File: config.mk
export PLATFORM = sky130hd
export DESIGN_NAME = uart_link
export DESIGN_NICKNAME = d
export VERILOG_FILES = /design/src/rtl/uart_link.sv
export SDC_FILE = /design/constraint.sdc
export NUM_CORES = 1
export LEC_CHECK = 0
export ABC_CLOCK_PERIOD_IN_PS = 3350
export CORE_MARGIN = 2
export CORE_UTILIZATION = 45
export CTS_CLUSTER_SIZE = 30
export DETAILED_ROUTE_END_ITERATION = 8
export RECOVER_POWER = 25
export SYNTH_ARGS = -nofsm -noshare
export SYNTH_HDL_FRONTEND = slang
export SYNTH_SLANG_ARGS = --single-unit
File: constraint.sdc
create_clock -name clk -period 3.35 [get_ports clk]
set_input_delay 0.67 -clock clk [delete_from_list [all_inputs] [get_ports clk]]
set_output_delay 0.67 -clock clk [all_outputs]
set_load 0.05 [all_outputs]
File: src/rtl/uart_link.sv
// Full-duplex UART with configurable framing and a receive FIFO carrying sticky error flags.
// TX and RX run independent bit-timing counters derived from CLK_FREQ/BAUD.
module uart_link #(
    parameter int CLK_FREQ  = 50000000,
    parameter int BAUD      = 115200,
    parameter int DATA_BITS = 8,
    parameter int PARITY    = 0,
    parameter int STOP_BITS = 1,
    parameter int RX_DEPTH  = 8
) (
    input  logic                          clk,
    input  logic                          rst_n,
    input  logic                          uart_rxd,
    output logic                          uart_txd,
    input  logic                          we,
    input  logic [DATA_BITS-1:0]          send_data,
    input  logic                          re,
    output logic [DATA_BITS-1:0]          receive_data,
    output logic                          tx_busy,
    output logic [$clog2(RX_DEPTH):0]     rx_count,
    output logic                          rx_empty,
    output logic                          rx_full,
    output logic                          rx_overrun,
    output logic                          rx_frame_err,
    output logic                          rx_parity_err
);

    localparam int DIV    = CLK_FREQ / BAUD;
    localparam int CNT_W  = $clog2(STOP_BITS * DIV + 1);
    localparam int PTR_W  = $clog2(RX_DEPTH);
    localparam logic [CNT_W-1:0] BIT_END  = CNT_W'(DIV - 1);
    localparam logic [CNT_W-1:0] HALF_END = CNT_W'(DIV / 2 - 1);
    localparam logic [CNT_W-1:0] STOP_END = CNT_W'(STOP_BITS * DIV - 1);
    localparam logic [3:0]       LAST_BIT = 4'(DATA_BITS - 1);
    localparam logic [PTR_W:0]   FULL_CNT = (PTR_W + 1)'(RX_DEPTH);

    localparam logic [2:0] S_IDLE   = 3'd0;
    localparam logic [2:0] S_START  = 3'd1;
    localparam logic [2:0] S_DATA   = 3'd2;
    localparam logic [2:0] S_PARITY = 3'd3;
    localparam logic [2:0] S_STOP   = 3'd4;

    function automatic logic par_bit(input logic [DATA_BITS-1:0] d);
        return (PARITY == 1) ? ~^d : ^d;
    endfunction

    // ---------------- transmitter ----------------
    logic [2:0]           tx_state;
    logic [CNT_W-1:0]     tx_cnt;
    logic [3:0]           tx_bit;
    logic [DATA_BITS-1:0] tx_shreg;
    logic                 tx_par;

    always_ff @(posedge clk) begin
        if (tx_state == S_IDLE && we)
            tx_shreg <= send_data;
        else if (tx_state == S_DATA && tx_cnt == BIT_END)
            tx_shreg <= tx_shreg >> 1;
    end

    always_ff @(posedge clk or negedge rst_n) begin
        if (!rst_n) begin
            tx_state <= S_IDLE;
            tx_cnt   <= '0;
            tx_bit   <= '0;
            tx_par   <= 1'b0;
            uart_txd <= 1'b1;
            tx_busy  <= 1'b0;
        end else begin
            tx_cnt <= tx_cnt + 1'b1;
            case (tx_state)
                S_IDLE: begin
                    tx_cnt <= '0;
                    if (we) begin
                        tx_par   <= par_bit(send_data);
                        tx_state <= S_START;
                        uart_txd <= 1'b0;
                        tx_busy  <= 1'b1;
                    end
                end
                S_START: if (tx_cnt == BIT_END) begin
                    tx_cnt   <= '0;
                    tx_bit   <= '0;
                    tx_state <= S_DATA;
                    uart_txd <= tx_shreg[0];
                end
                S_DATA: if (tx_cnt == BIT_END) begin
                    tx_cnt <= '0;
                    if (tx_bit == LAST_BIT) begin
                        tx_state <= (PARITY != 0) ? S_PARITY : S_STOP;
                        uart_txd <= (PARITY != 0) ? tx_par : 1'b1;
                    end else begin
                        tx_bit   <= tx_bit + 1'b1;
                        uart_txd <= tx_shreg[1];
                    end
                end
                S_PARITY: if (tx_cnt == BIT_END) begin
                    tx_cnt   <= '0;
                    tx_state <= S_STOP;
                    uart_txd <= 1'b1;
                end
                S_STOP: if (tx_cnt == STOP_END) begin
                    tx_state <= S_IDLE;
                    tx_busy  <= 1'b0;
                end
                default: tx_state <= S_IDLE;
            endcase
        end
    end

    // ---------------- receiver ----------------
    logic                 rx_s1, rx_s2, rx_prev;
    logic [2:0]           rx_state;
    logic [CNT_W-1:0]     rx_cnt;
    logic [3:0]           rx_bit;
    logic [DATA_BITS-1:0] rx_shreg;
    logic                 rx_par;
    logic                 push_ev, ferr_ev, perr_ev, par_bad;

    assign par_bad = (PARITY != 0) && (rx_par != par_bit(rx_shreg));

    always_ff @(posedge clk) begin
        if (rx_state == S_DATA && rx_cnt == BIT_END)
            rx_shreg <= {rx_s2, rx_shreg[DATA_BITS-1:1]};
    end

    always_ff @(posedge clk or negedge rst_n) begin
        if (!rst_n) begin
            {rx_s1, rx_s2, rx_prev} <= 3'b111;
            rx_state <= S_IDLE;
            rx_cnt   <= '0;
            rx_bit   <= '0;
            rx_par   <= 1'b0;
            push_ev  <= 1'b0;
            ferr_ev  <= 1'b0;
            perr_ev  <= 1'b0;
        end else begin
            rx_s1   <= uart_rxd;
            rx_s2   <= rx_s1;
            rx_prev <= rx_s2;
            rx_cnt  <= rx_cnt + 1'b1;
            push_ev <= 1'b0;
            ferr_ev <= 1'b0;
            perr_ev <= 1'b0;
            case (rx_state)
                S_IDLE: begin
                    rx_cnt <= '0;
                    if (rx_prev && !rx_s2) rx_state <= S_START;
                end
                // a line that is high again at mid-start was only a glitch
                S_START: if (rx_cnt == HALF_END) begin
                    rx_cnt   <= '0;
                    rx_bit   <= '0;
                    rx_state <= rx_s2 ? S_IDLE : S_DATA;
                end
                S_DATA: if (rx_cnt == BIT_END) begin
                    rx_cnt <= '0;
                    rx_bit <= rx_bit + 1'b1;
                    if (rx_bit == LAST_BIT) rx_state <= (PARITY != 0) ? S_PARITY : S_STOP;
                end
                S_PARITY: if (rx_cnt == BIT_END) begin
                    rx_cnt   <= '0;
                    rx_par   <= rx_s2;
                    rx_state <= S_STOP;
                end
                S_STOP: if (rx_cnt == BIT_END) begin
                    rx_state <= S_IDLE;
                    ferr_ev  <= ~rx_s2;
                    push_ev  <= rx_s2;
                    perr_ev  <= rx_s2 & par_bad;
                end
                default: rx_state <= S_IDLE;
            endcase
        end
    end

    // ---------------- receive FIFO ----------------
    logic [DATA_BITS-1:0] mem [RX_DEPTH];
    logic [PTR_W-1:0]     wr_ptr, rd_ptr;
    logic                 pop, push_ok, ovr_ev;

    assign rx_empty = (rx_count == '0);
    assign rx_full  = (rx_count == FULL_CNT);
    assign pop      = re && !rx_empty;
    assign push_ok  = push_ev && (!rx_full || pop);
    assign ovr_ev   = push_ev && !push_ok;

    always_ff @(posedge clk) begin
        if (push_ok) mem[wr_ptr] <= rx_shreg;
    end

    always_ff @(posedge clk or negedge rst_n) begin
        if (!rst_n) begin
            wr_ptr        <= '0;
            rd_ptr        <= '0;
            rx_count      <= '0;
            receive_data  <= '0;
            rx_overrun    <= 1'b0;
            rx_frame_err  <= 1'b0;
            rx_parity_err <= 1'b0;
        end else begin
            if (push_ok) wr_ptr <= wr_ptr + 1'b1;
            if (pop) begin
                rd_ptr       <= rd_ptr + 1'b1;
                receive_data <= mem[rd_ptr];
            end
            if (push_ok && !pop)      rx_count <= rx_count + 1'b1;
            else if (pop && !push_ok) rx_count <= rx_count - 1'b1;
            // a new error in the same cycle as a pop keeps its flag set
            rx_overrun    <= ovr_ev  | (rx_overrun    & ~pop);
            rx_frame_err  <= ferr_ev | (rx_frame_err  & ~pop);
            rx_parity_err <= perr_ev | (rx_parity_err & ~pop);
        end
    end

endmodule
==> results of run 1 <==
[per-layer routing]
| metal | up-vias | wire length [µm] | part of all wire (%) |
|---|---|---|---|
| met1 | 1603 | 4520 | 47 |
| met4 | 0 | 157 | 1.6 |
| met5 | - | 0 | 0 |
| met3 | 18 | 322 | 3.4 |
| li1 | 1594 | - | - |
| met2 | 61 | 4540 | 48 |
[state kept, by name (all words and copies together) (netlist names)]
signal         cells
rx_count           4
tx_cnt             9
rx_parity_err      1
tx_state           3
rx_s2              1
wr_ptr             3
rx_frame_err       1
tx_shreg           8
ferr_ev            1
push_ev            1
rx_prev            1
tx_busy            1
rx_shreg           8
rx_state           3
receive_data       8
rx_s1              1
mem               64
rx_cnt             9
rd_ptr             3
rx_bit             4
tx_bit             4
uart_txd           1
rx_overrun         1
[per-stage QoR]
| stage | util [%] | hold slack, ns |
|---|---|---|
| 2_1_floorplan | - | 0.345 |
| 3_3_place_gp | 49.4 | 0.348 |
| 3_5_place_dp | 49.4 | 0.349 |
| 4_1_cts | 54.6 | 0.357 |
| 5_1_grt | 54.6 | 0.369 |
| 6_report | 54.6 | 0.362 |
[cell usage after synthesis, types with 3 or more instances]
library cell and instances:
clkbuf_1 4, xor2_1 6, mux2_2 12, nand2_1 25, o31ai_1 3, edfxtp_1 80, nor2_1 39, o21ai_0 14
nand2b_1 5, mux4_2 16, ha_1 12, dfrtp_1 56, and2_1 4, nand3_1 9, nor2b_1 4, a21oi_1 6
inv_1 12, buf_2 5, and3_1 5, nor3_1 10, xnor2_1 15, dfstp_2 4, mux2i_1 11
[report_power, final]
group / internal, µW / switching, µW
registers: 1850 / 69.9
clock network: 1420 / 706
logic: 110 / 108
[placed cells by master (no fill, tap or decap), drive strengths merged, types with 5 or more instances in the layout]
master,synthesis,layout
a21oi,6,6
and3,5,5
buf,8,9
bufinv,0,6
clkbuf,6,19
clkdlybuf4s50,0,29
dfrtp,56,56
edfxtp,80,80
ha,12,12
inv,12,14
mux2,12,12
mux2i,11,11
mux4,16,16
nand2,25,25
nand2b,5,5
nand3,9,9
nor2,39,39
nor3,11,11
o21ai,15,15
xnor2,15,15
xor2,6,6
[cells by family (layout without fill, tap and decap cells)]
logic type,after synthesis,count (layout),share of synthesized area [%]
AOI/OAI and AO/OA,43,43,4.84
muxes,39,39,10.2
buffers and inverters,26,83,1.98
and+or+nand+nor,124,124,11.4
DFF,140,140,65.7
xor gates and xnor gates,21,21,3.09
adders and majority gates,13,13,2.86
[worst reg2reg max path, cell delays in order (launching register included)]
cell       delay (ns)
dfrtp_1          0.44
or3_1            0.46
o31a_1           0.35
ha_1             0.26
inv_1            0.16
ha_1             0.26
a21o_1           0.21
a2111oi_0        0.44
o31ai_1          0.14
[final cells by class]
type	instances	area (µm²)
multi-input cells	240	1920
repair buffers	39	365
inverters	12	45.0
clock buffers	19	443
flip-flops and latches	140	3910
fillers	1058	5940
clock inverters	13	236
well taps	176	220
[how the worst max path moves through the flow]
stage | start | endpoint | cells after the start
after CTS | rx_count[0] | rx_full | 3
final | rx_count[1] | rx_full | 3
after floorplan | rx_count[1] | rx_count[3] | 9
after global routing | rx_count[1] | rx_full | 3
after detailed placement | re | rx_count[3] | 9
after global placement | re | rx_count[3] | 8
==> impl_metrics.ini, run 1 <==
[yosys]
yosys-top-cells-area = edfxtp_1 40%, dfrtp_1 24%, mux4_2 6.1%
synthesis.area_um2 = 5950
yosys_register_bits = 140
synth_fp_nets = 432
postSynth.asyncResetShare_pct = 42.9
synth_cell_types = 62
synth_edf_count = 80
synth_top_area_share_pct = 40.4
ys_warn_count = 0
synth.avg_cell_area_um2 = 14.7
syn_inst = 406
synth_top_area_cell = edfxtp_1
yosysSeqAreaShare_pct = 65.7
synth-main-ff-cell = edfxtp_1

[floorplan]
row_count = 42
die_area_um2 = 14200
die_h_um = 119
core-area_um2 = 13100
die_x_um = 119
ios = 32
start_util_pct = 45.5

[clock_tree]
clkTransAtPathRegs_ns = 0.06
numCtsBuffers = 17
cts_tree = done
postCtsSetupBuffers = 0
clkSinkCount = 140
htree_levels = 4
hold_buffers = 0
clock_latency_ns = 0.42
cts_resized = 0
clockBufferDepth = 2
cts_root_buffer = clkbuf_16

[global_routing]
grt_max_degree = 43
grt_pass1_vias = 3403
overflow = 0
grt_pass1_wl_mm = 16.6
grtUsageMet1_pct = 19.9
busiest_layer = met2
globalRouteMet3Util_pct = 4.50
grtUsageMet2_pct = 23.4
grtUsageTotal_pct = 15.1
antenna_found_initial = 0

[timing]
hold_viol_final = 0
setup_slack_ns = 0.391
rsz0062_at_grt = no
tightest_slew_ns = 0.986
slew_headroom_pct = 34.3
fin_crit_sh_pct = 88.3
period_needed_ns = 2.96
setup_viol = 0
tns_ns = 0
drv_slew = 0
clock.fmax_ghz = 0.338
clock_skew_ns = 0.00521

[routing]
wire_per_inst_um = 14.9
drtPass1Iterations = 4
final_antenna_net_count = 0
drc_errors = 0
wl_mm = 9.54
vias_per_cell = 5.13
num_vias = 3276
drtIter0Drc = 200

[critical_path]
required_ns = 2.68
r2r_slack_ns = 0.49
crit_arrival_ns = 2.29
slowest_stage = clkdlybuf4s50_1
crit_buf_inv = 1
r2r-start = rx_count[1]
slowest_delay_ns = 0.82
worstSetupStartpointType = flop
cpLargestDelayFamily = buffers and inverters
reg2reg_to = rx_count[3]
path_class = reg2out
cp_cell_sequence = or3_1 > nor2_1 > clkdlybuf4s50_1
r2r_cells = 8
end_kind = output pin
crit_fanout = 5

[outcome]
status = finished, final reports clean

[final_layout]
finalInstanceArea_um2 = 7140
nNetsFinal = 476
n_antenna_cell = 0
drive_gt1_share_pct = 17.1
stdcell_count = 639
area_growth_pct = 20.0

[run]
drv_cap = 0

[place]
gp_congestion = 0.775
dpl-instance-area_um2 = 6460
hpwl_mm = 6.39
pre_cts_slack_ns = 0.295
dpl.cell_count = 607
port_buffers = 31

[min_path]
min_path_cells = 0
hold_class = reg2reg
min_from = rx_s1
hold_path_end = rx_s2

[pwr]
vdd_drop_max_uv = 265
power.density_nw_per_um2 = 598
power.total_uw = 4270
leakagePower_uw = 0.00267
Note: power is estimated with default switching activity, not from simulation.
==> inputs of run 2 (changes only) <==
--- a/config.mk
+++ b/config.mk
@@ -5,7 +5,7 @@
 export SDC_FILE = /design/constraint.sdc
 export NUM_CORES = 1
 export LEC_CHECK = 0
-export ABC_CLOCK_PERIOD_IN_PS = 3350
+export ABC_CLOCK_PERIOD_IN_PS = 3300
 export CORE_MARGIN = 2
 export CORE_UTILIZATION = 45
 export CTS_CLUSTER_SIZE = 30
==> constraint.sdc (replaced) <==
create_clock -name clk -period 3.3 [get_ports clk]
set_input_delay 0.66 -clock clk [delete_from_list [all_inputs] [get_ports clk]]
set_output_delay 0.66 -clock clk [all_outputs]
set_load 0.05 [all_outputs]
==> impl_metrics.ini, run 2 (synthesized netlist as in run 1, its figures left out) <==
[place]
gp_congestion = 0.784
hpwl_mm = 6.54
port_buffers = 31

[timing]
hold_viol_final = 0
tightest_slew_ns = 1.12
drv_slew = 0
hold_ws_ns = 0.361
slew_headroom_pct = 25.2
tns_ns = 0
period_needed_ns = 2.94
rsz0062_at_grt = no
clock_skew_ns = 0.0127
setup_viol = 0
fin_crit_sh_pct = 89.1
clock.fmax_ghz = 0.340

[global_routing]
antenna_found_initial = 0
overflow = 0
grt_max_degree = 49
grtUsageTotal_pct = 15.6
grt_pass1_vias = 3440
grt_pass1_wl_mm = 17.0

[clock_tree]
clockBufferDepth = 2
cts_resized = 0
numCtsBuffers = 17
htree_levels = 4
clkTransAtPathRegs_ns = 0.06
clkSinkCount = 140
postCtsSetupBuffers = 0
hold_buffers = 0
cts_root_buffer = clkbuf_16
cts_tree = done
clock_latency_ns = 0.42

[final_layout]
largest_reg_flops = 64
n_antenna_cell = 0
seqCellArea_um2 = 3910
drive_gt1_share_pct = 16.3
final_cell_mix = 80 x edfxtp_1, 56 x dfrtp_1, 39 x nor2_1
multi_input_area_um2 = 1920
final_common_cell = edfxtp_1
regMostFlops = mem
fill_cells = 1104
area_growth_pct = 18.3
top_regs = mem (64), rx_cnt (9), tx_cnt (9)
fin_util_pct = 53.8
nNetsFinal = 478

[critical_path]
slowest_stage = clkdlybuf4s50_1
path_class = reg2out
crit_fanout = 5
end_kind = output pin
worstSetupStartpointType = flop
crit_arrival_ns = 2.28
cp_cell_sequence = or3_1 > nor2_1 > clkdlybuf4s50_1
slowest_delay_ns = 0.82
required_ns = 2.64

[routing]
wl_mm = 9.77
drtIter0Drc = 210
final_antenna_net_count = 0
num_vias = 3281
drc_errors = 0
wire_per_inst_um = 15.2
vias_per_cell = 5.12
drtPass1Iterations = 6

[pwr]
power.density_nw_per_um2 = 563
vdd_drop_max_uv = 341
power_switching_uw = 873
p_clk_share_pct = 45.1
leakagePower_uw = 0.00261
p_seq_share_pct = 49.3
intPower_uw = 3090
p_comb_share_pct = 5.6
netSwitchingFraction_pct = 22.0

[floorplan]
die_x_um = 119
start_util_pct = 45.5
ios = 32
die_h_um = 119
die_area_um2 = 14200
row_count = 42
core-area_um2 = 13100

[outcome]
status = finished, final reports clean

[min_path]
hold_class = reg2reg

[run]
drv_cap = 0
run 2: routing by layer:
layer  part of all wire, %  wire length, µm  global-route usage, %  vias to the layer above
met2                    49             4750                   24.1                       48
met5                     0                0                      0                        -
met1                    47             4600                   20.6                     1628
met3                   2.9              279                   4.50                       13
met4                   1.4              138                   6.70                        0
li1                      -                -                      -                     1592
run 2: final cells by class:
cell class | count | share of cell area, %
clock buffers | 18 | 6.10
clock inverters | 14 | 1.83
inverters | 12 | 0.640
multi-input cells | 240 | 27.3
flip-flops and latches | 140 | 55.6
well taps | 176 | 3.13
repair buffers | 41 | 5.41
run 2: worst max-delay path: cells and delay by family (launching register included):
kind	cells	cell delay (ns)
buffers and inverters	1	0.82
AND/OR/NAND/NOR	2	0.59
flip-flops	1	0.45
run 2: path summary, 6_finish.rpt:
path | start | endpoint | slack [ns] | depth (start not counted)
min | rx_s1 | rx_s2 | 0.36 | 0
min in group asynchronous | rst_n | rx_count[1] | 0.45 | 1
max reg2reg | rx_count[0] | rx_count[3] | 0.45 | 8
min reg2reg | rx_s1 | rx_s2 | 0.36 | 0
max | rx_count[0] | rx_empty | 0.36 | 3
max in group asynchronous | rst_n | receive_data[2] | 2.06 | 2
run 2: per-stage QoR:
step                      power, µW  instances  setup slack [ns]  area [µm²]
after CTS                      4010        641             0.333        7040
after floorplan                2140        406             0.386        5950
after global placement         2200        609             0.324        6480
after global routing           4120        641             0.251        7040
after detailed placement       2210        609             0.202        6480
final                          3960        641             0.360        7040
run 2: power groups by stage:
stage	clock [µW]	combinational (µW)	sequential, µW
floorplan	0	191	1950
global placement	0	220	1980
detailed placement	0	227	1990
CTS	1830	229	1950
global route	1910	249	1960
finish	1790	222	1950
==> inputs of run 3 (changes only) <==
--- a/config.mk
+++ b/config.mk
@@ -14,3 +14,4 @@
 export SYNTH_ARGS = -nofsm -noshare
 export SYNTH_HDL_FRONTEND = slang
 export SYNTH_SLANG_ARGS = --single-unit
+export TNS_END_PERCENT = 5
==> results of run 3 <==
The final DEF is identical to that of run 2; final timing and power are the same.
